==> src/rtl/control_unit.sv <==
// control_unit: fetch/exec/halt sequencer that fetches 8-bit instructions and decodes accumulator/register control.
module control_unit #(
  parameter logic [7:0] RESET_PC = 8'h00
) (
  input  logic       CLK,
  input  logic       CLB,
  input  logic       Run,
  output logic       PM_Req,
  output logic [7:0] PM_Addr,
  input  logic       PM_Ack,
  input  logic [7:0] PM_Data,
  input  logic       Zero,
  output logic [3:0] A_Imm,
  output logic       LoadAcc,
  output logic       SelAcc1,
  output logic       SelAcc0,
  output logic [3:0] RegAddr,
  output logic       RegWrite,
  output logic [2:0] AluOp,
  output logic       Halted,
  output logic       IllegalOp
);
  localparam logic [1:0] FETCH = 2'd0;
  localparam logic [1:0] EXEC  = 2'd1;
  localparam logic [1:0] HALT  = 2'd2;

  logic [1:0] state_q, state_d;
  logic [7:0] pc_q, pc_d;
  logic [7:0] ir_q, ir_d;
  logic       req_q, req_d;
  logic [3:0] opc, opr;
  logic       ex;

  assign opc = ir_q[7:4];
  assign opr = ir_q[3:0];
  assign ex  = state_q == EXEC;

  // request is registered and raised straight out of EXEC so a 1-cycle memory gives 3 cycles per instruction
  always_comb begin
    state_d = state_q;
    pc_d    = pc_q;
    ir_d    = ir_q;
    req_d   = 1'b0;
    if (state_q == FETCH) begin
      if (req_q && PM_Ack) begin
        ir_d    = PM_Data;
        pc_d    = pc_q + 8'd1;
        state_d = EXEC;
      end else req_d = req_q | Run;
    end else if (ex) begin
      state_d = opc == 4'hF ? HALT : FETCH;
      req_d   = opc != 4'hF && Run;
      if (opc == 4'h5 || (opc == 4'h6 && Zero)) pc_d = {opr, 4'h0};
    end
  end

  always_ff @(posedge CLK) begin
    if (!CLB) begin
      state_q <= FETCH;
      pc_q    <= RESET_PC;
      ir_q    <= 8'h00;
      req_q   <= 1'b0;
    end else begin
      state_q <= state_d;
      pc_q    <= pc_d;
      ir_q    <= ir_d;
      req_q   <= req_d;
    end
  end

  assign PM_Req    = req_q;
  assign PM_Addr   = pc_q;
  assign Halted    = state_q == HALT;
  assign A_Imm     = ex && opc == 4'h1 ? opr : 4'h0;
  assign LoadAcc   = ex && (opc == 4'h1 || opc == 4'h2 || opc == 4'h3);
  assign SelAcc1   = ex && opc == 4'h3;
  assign SelAcc0   = ex && opc == 4'h2;
  assign RegAddr   = ex && (opc == 4'h2 || opc == 4'h4) ? opr : 4'h0;
  assign RegWrite  = ex && opc == 4'h4;
  assign AluOp     = ex && opc == 4'h3 ? opr[2:0] : 3'd0;
  assign IllegalOp = ex && opc >= 4'h7 && opc <= 4'hE;
endmodule

==> config.mk <==
export PLATFORM = sky130hd
export DESIGN_NAME = control_unit
export DESIGN_NICKNAME = d
export VERILOG_FILES = /design/src/rtl/control_unit.sv
export SDC_FILE = /design/constraint.sdc
export NUM_CORES = 1
export LEC_CHECK = 0
export CAP_MARGIN = 20
export CORE_MARGIN = 2
export CORE_UTILIZATION = 47
export DETAILED_ROUTE_END_ITERATION = 6
export PLACE_DENSITY = 0.84
export SLEW_MARGIN = 20
export SYNTH_ARGS = -nofsm -noshare
export SYNTH_HDL_FRONTEND = slang
export SYNTH_SLANG_ARGS = --single-unit
==> constraint.sdc <==
create_clock -name CLK -period 2.1 [get_ports CLK]
set_input_delay 0.42 -clock CLK [delete_from_list [all_inputs] [get_ports CLK]]
set_output_delay 0.42 -clock CLK [all_outputs]
set_load 0.01 [all_outputs]
==> impl.org <==
** Logic synthesis
- Summing the sequential cell areas from Yosys gives 35.1% of the chip area.
- In the synthesized netlist the async set-or-reset flop fraction comes to 0%.
- Yosys mapped the design onto 39 distinct sky130hd cell types.
- The synthesized design contains 19 register bits.
- Post-synth top area share :: 35.1%
- Synthesized Nets :: 154
- Post-synthesis instance area :: 1080 um^2
- Largest cells by area after synthesis :: sky130_fd_sc_hd__dfxtp_1 35%, sky130_fd_sc_hd__a21oi_1 8.8%, sky130_fd_sc_hd__nand2_1 8.0%
- In the synthesized netlist the dominant register cell turns out to be sky130_fd_sc_hd__dfxtp_1.
- Yosys printed 0 warnings.
- Of all cell types, the one taking the most synthesized area is sky130_fd_sc_hd__dfxtp_1.
- A synthesized cell averages 7.74 um^2.
- Synthesis handed over a netlist of 140 instances.
- Counting flops with a built-in enable in the synthesized netlist gives 0.

** Critical path
- Along the worst path, the maximum fanout reaches 5.
- The cell family contributing the most delay on the critical path is buffers and inverters.
- Critical-path top delay cell :: sky130_fd_sc_hd__dfxtp_2
- Kind of end point of the critical path :: output port
- The worst setup path is of the reg -> out kind.
- Critical Path, Cell by Cell :: buf_6 > xnor2_4 > nor4_4 > buf_4 > buf_6 > buf_6 > and2_4 > buf_6
- On the worst path, the slowest cell contributes a delay of 0.34 ns.
- Most frequent CP cell :: sky130_fd_sc_hd__buf_6
- Worst Path Required :: 1.68 ns
- STA classifies the critical path startpoint as a flip-flop.
- For the worst setup path, the data arrival time is 1.71 ns.
- Count of buffering cells on the critical path with inverters included :: 5

** Timing
- For the final database, setup skew stands at 0.00102 ns.
- Setup violations remaining at the end of the flow were counted as 1.
- Sum of negative setup slack :: -0.0325 ns
- Setup slack on the critical path of the routed design comes to -0.0325 ns.
- Final worst path period share :: 102%
- Hold violation total from the final report :: 0
- RSZ-0062 raised after global routing :: yes
- Max-Slew Margin vs Limit :: 62.9%
- At the pin with the least slew margin, the transition time is 0.556 ns.
- Number of slew-limit violations in the final report :: 0
- Max frequency :: 469 MHz
- Final critical-path required period :: 2.13 ns

** Global routing
- Wire length of the first global-routing pass :: 5440 um
- Largest net degree at the start of global routing :: 12
- Global routing used 4.60% of the available met3 tracks.
- Met1 usage :: 32.1%
- The number of antenna violations at the first check in global routing came to 0.
- Met2 Usage GRT :: 50.8%
- All-layer global routing usage :: 27.2%
- Aggregate global routing overflow :: 0
- Layer with the highest usage :: met2
- The number of global-route vias before repair is 1196.

** Clock network
- TritonCTS clock tree :: done
- Clock latency on the worst-skew pair, taken at its later pin, is 0.30 ns.
- In this run the number of H-tree levels came out at 1.
- Clock tree root buffer cell :: sky130_fd_sc_hd__clkbuf_4
- Clock transition at the registers of the reported paths :: 0.11 ns
- For this design, the CTS-stage hold fixing added 0 buffers.
- Cts bufs inserted :: 3
- CTS sink count :: 19
- The clock passes through at most 2 buffers.

** Cells and area
- Antenna diodes :: 0
- At the end of the flow, the number of nets in the layout was 205.
- Post-route insts no fill :: 218
- Layout cell share with drive strength beyond 1 :: 26.3%
- Counting the fill cells in the layout gives 184.
- With fillers left out, the area of the finished cells amounts to 1630 um^2.
- The area growth from synthesis to layout is 50.3%.

** Power
- In this run the static leakage power is 0.612 nW.
- Across the VDD grid, the largest voltage drop is 0.000384 V.
- Pwr Density :: 421 nW/um^2

** Die
- The die is 52.0 um tall.
- The floorplan has 17 rows.
- In this run the horizontal extent of the chip is 52.0 um.
- Ports :: 39
- Core area :: 2190 um^2
- Starting density of the core :: 49.5%
- The die covers 2710 um^2.

** Routing
- Detailed-routing iteration count for the pre-antenna-repair pass :: 4
- DRC errors left :: 0
- Dividing the detail-routed wire length by the instance count gives 15.4 um.
- Summing over every cut layer, the via total after detailed routing is 1222.
- Routed via count divided by cell count :: 5.61
- Final wirelength :: 3370 um
- 1st-iter DRT viols :: 40
- Antenna-violating nets left :: 0

** Place
- Weighted congestion reported at the end of routability-driven placement :: 0.831
- Once placement completed, the tool counted placed cells totaling 210.
- Once placement finished, the instance area stood at 1530 um^2.
- Port buffer count :: 38
- Before CTS, the worst setup slack after placement is -0.0300 ns.
- The HPWL after detailed placement is 2160 um.

** Outcome
- The flow ran to the end, but the final reports show violations.
- Violations in the final reports :: setup timing

** Min path
- Class of the worst hold path :: reg -> reg

** Flow run
- Max-cap check violation count :: 0
==> what timing repair did <==
item | CTS | global route
resized for setup | 56 | 16
hold endpoints to repair | 0 | 0
pin swaps | 2 | 3
buffers inserted | 5 | 1
setup endpoints to repair | 16 | 12
==> synth_stat cells (2+ instances only) <==
cell type                   n
sky130_fd_sc_hd__o32ai_1    3
sky130_fd_sc_hd__and2_1    11
sky130_fd_sc_hd__nand2b_1   5
sky130_fd_sc_hd__clkbuf_1   2
sky130_fd_sc_hd__nand3_1    4
sky130_fd_sc_hd__a31oi_1    3
sky130_fd_sc_hd__o21ai_0    3
sky130_fd_sc_hd__and3_1     4
sky130_fd_sc_hd__buf_6      4
sky130_fd_sc_hd__a21oi_1   19
sky130_fd_sc_hd__a22oi_1    2
sky130_fd_sc_hd__dfxtp_1   19
sky130_fd_sc_hd__nor2_1     8
sky130_fd_sc_hd__nand2_1   23
sky130_fd_sc_hd__nor3_1     5
sky130_fd_sc_hd__buf_2      2
==> final timing paths <==
path                     end  depth (start not counted)  slack (ns)        from
setup / recovery  RegAddr[0]                          8       -0.03     ir_q[6]
hold / removal    PM_Addr[7]                          2        0.49  PM_Addr[7]
setup reg to reg  PM_Addr[6]                          5        0.50     ir_q[7]
hold reg to reg   PM_Addr[7]                          2        0.49  PM_Addr[7]
==> layout make-up <==
| type | instances | area [um^2] | area share [%] |
|---|---|---|---|
| Inverter | 2 | 7.51 | 0.461 |
| Timing Repair Buffer | 54 | 469 | 28.8 |
| Tap cell | 28 | 35.0 | 2.15 |
| Multi-Input combinational cell | 111 | 702 | 43.1 |
| Clock buffer | 4 | 26.3 | 1.61 |
| Sequential cell | 19 | 389 | 23.9 |
==> metrics by stage <==
stage	utilization, %	hold WS (ns)	total power, mW
after floorplan	-	0.454	0.436
after global placement	69.7	0.473	0.483
after detailed placement	69.7	0.472	0.486
after CTS	76.6	0.491	0.682
after global routing	74.4	0.525	0.712
final	74.4	0.490	0.686
==> registers in the layout, indices dropped and copies added, names as in the netlist <==
| signal | cells |
|---|---|
| PM_Addr | 8 |
| state_q | 2 |
| PM_Req | 1 |
| ir_q | 8 |
==> cells in the final DEF (no fill, tap or decap), drive strengths merged, types with 2 or more instances in the layout <==
master | netlist | layout
clkbuf | 2 | 13
clkdlybuf4s50 | 0 | 22
a31oi | 3 | 3
a22oi | 2 | 2
and2 | 12 | 12
a21oi | 19 | 19
buf | 6 | 19
nand2 | 23 | 23
nor2 | 9 | 9
dfxtp | 19 | 19
nor4 | 2 | 2
nand2b | 5 | 5
a21o | 2 | 2
o21ai | 3 | 3
nor3 | 5 | 5
o32ai | 3 | 3
and3 | 4 | 4
nand3 | 5 | 5
dlygate4sd2 | 0 | 4
==> where the power goes <==
group / internal [mW] / total [mW] / switching, mW / leakage [nW]
combinational: 0.0593 / 0.111 / 0.0518 / 0.441
sequential: 0.370 / 0.383 / 0.0131 / 0.157
clock: 0.0741 / 0.192 / 0.118 / 0.0150
total: 0.503 / 0.686 / 0.183 / 0.612
==> worst register-to-register path, stage by stage (launching register included) <==
cell and delay (ns):
sky130_fd_sc_hd__dfxtp_1 0.35, sky130_fd_sc_hd__buf_4 0.16, sky130_fd_sc_hd__nand4bb_1 0.23, sky130_fd_sc_hd__a21o_1 0.30
sky130_fd_sc_hd__and2_4 0.23, sky130_fd_sc_hd__o32ai_1 0.25
==> routing by layer <==
metal | routed length (um) | vias up | share of wire, %
met2 | 1750 | 51 | 52
met5 | 0 | - | 0
li1 | - | 591 | -
met4 | 27 | 0 | 0.80
met3 | 211 | 4 | 6.3
met1 | 1380 | 576 | 41
==> cells by family after synthesis <==
group	synth area share (%)
adders and majority gates	1.15
DFF	35.1
and+or+nand+nor	35.2
AOI/OAI and AO/OA	20.4
buffers and inverters	6.47
xor gates and xnor gates	1.62
Note: power is estimated with default switching activity, not from simulation.
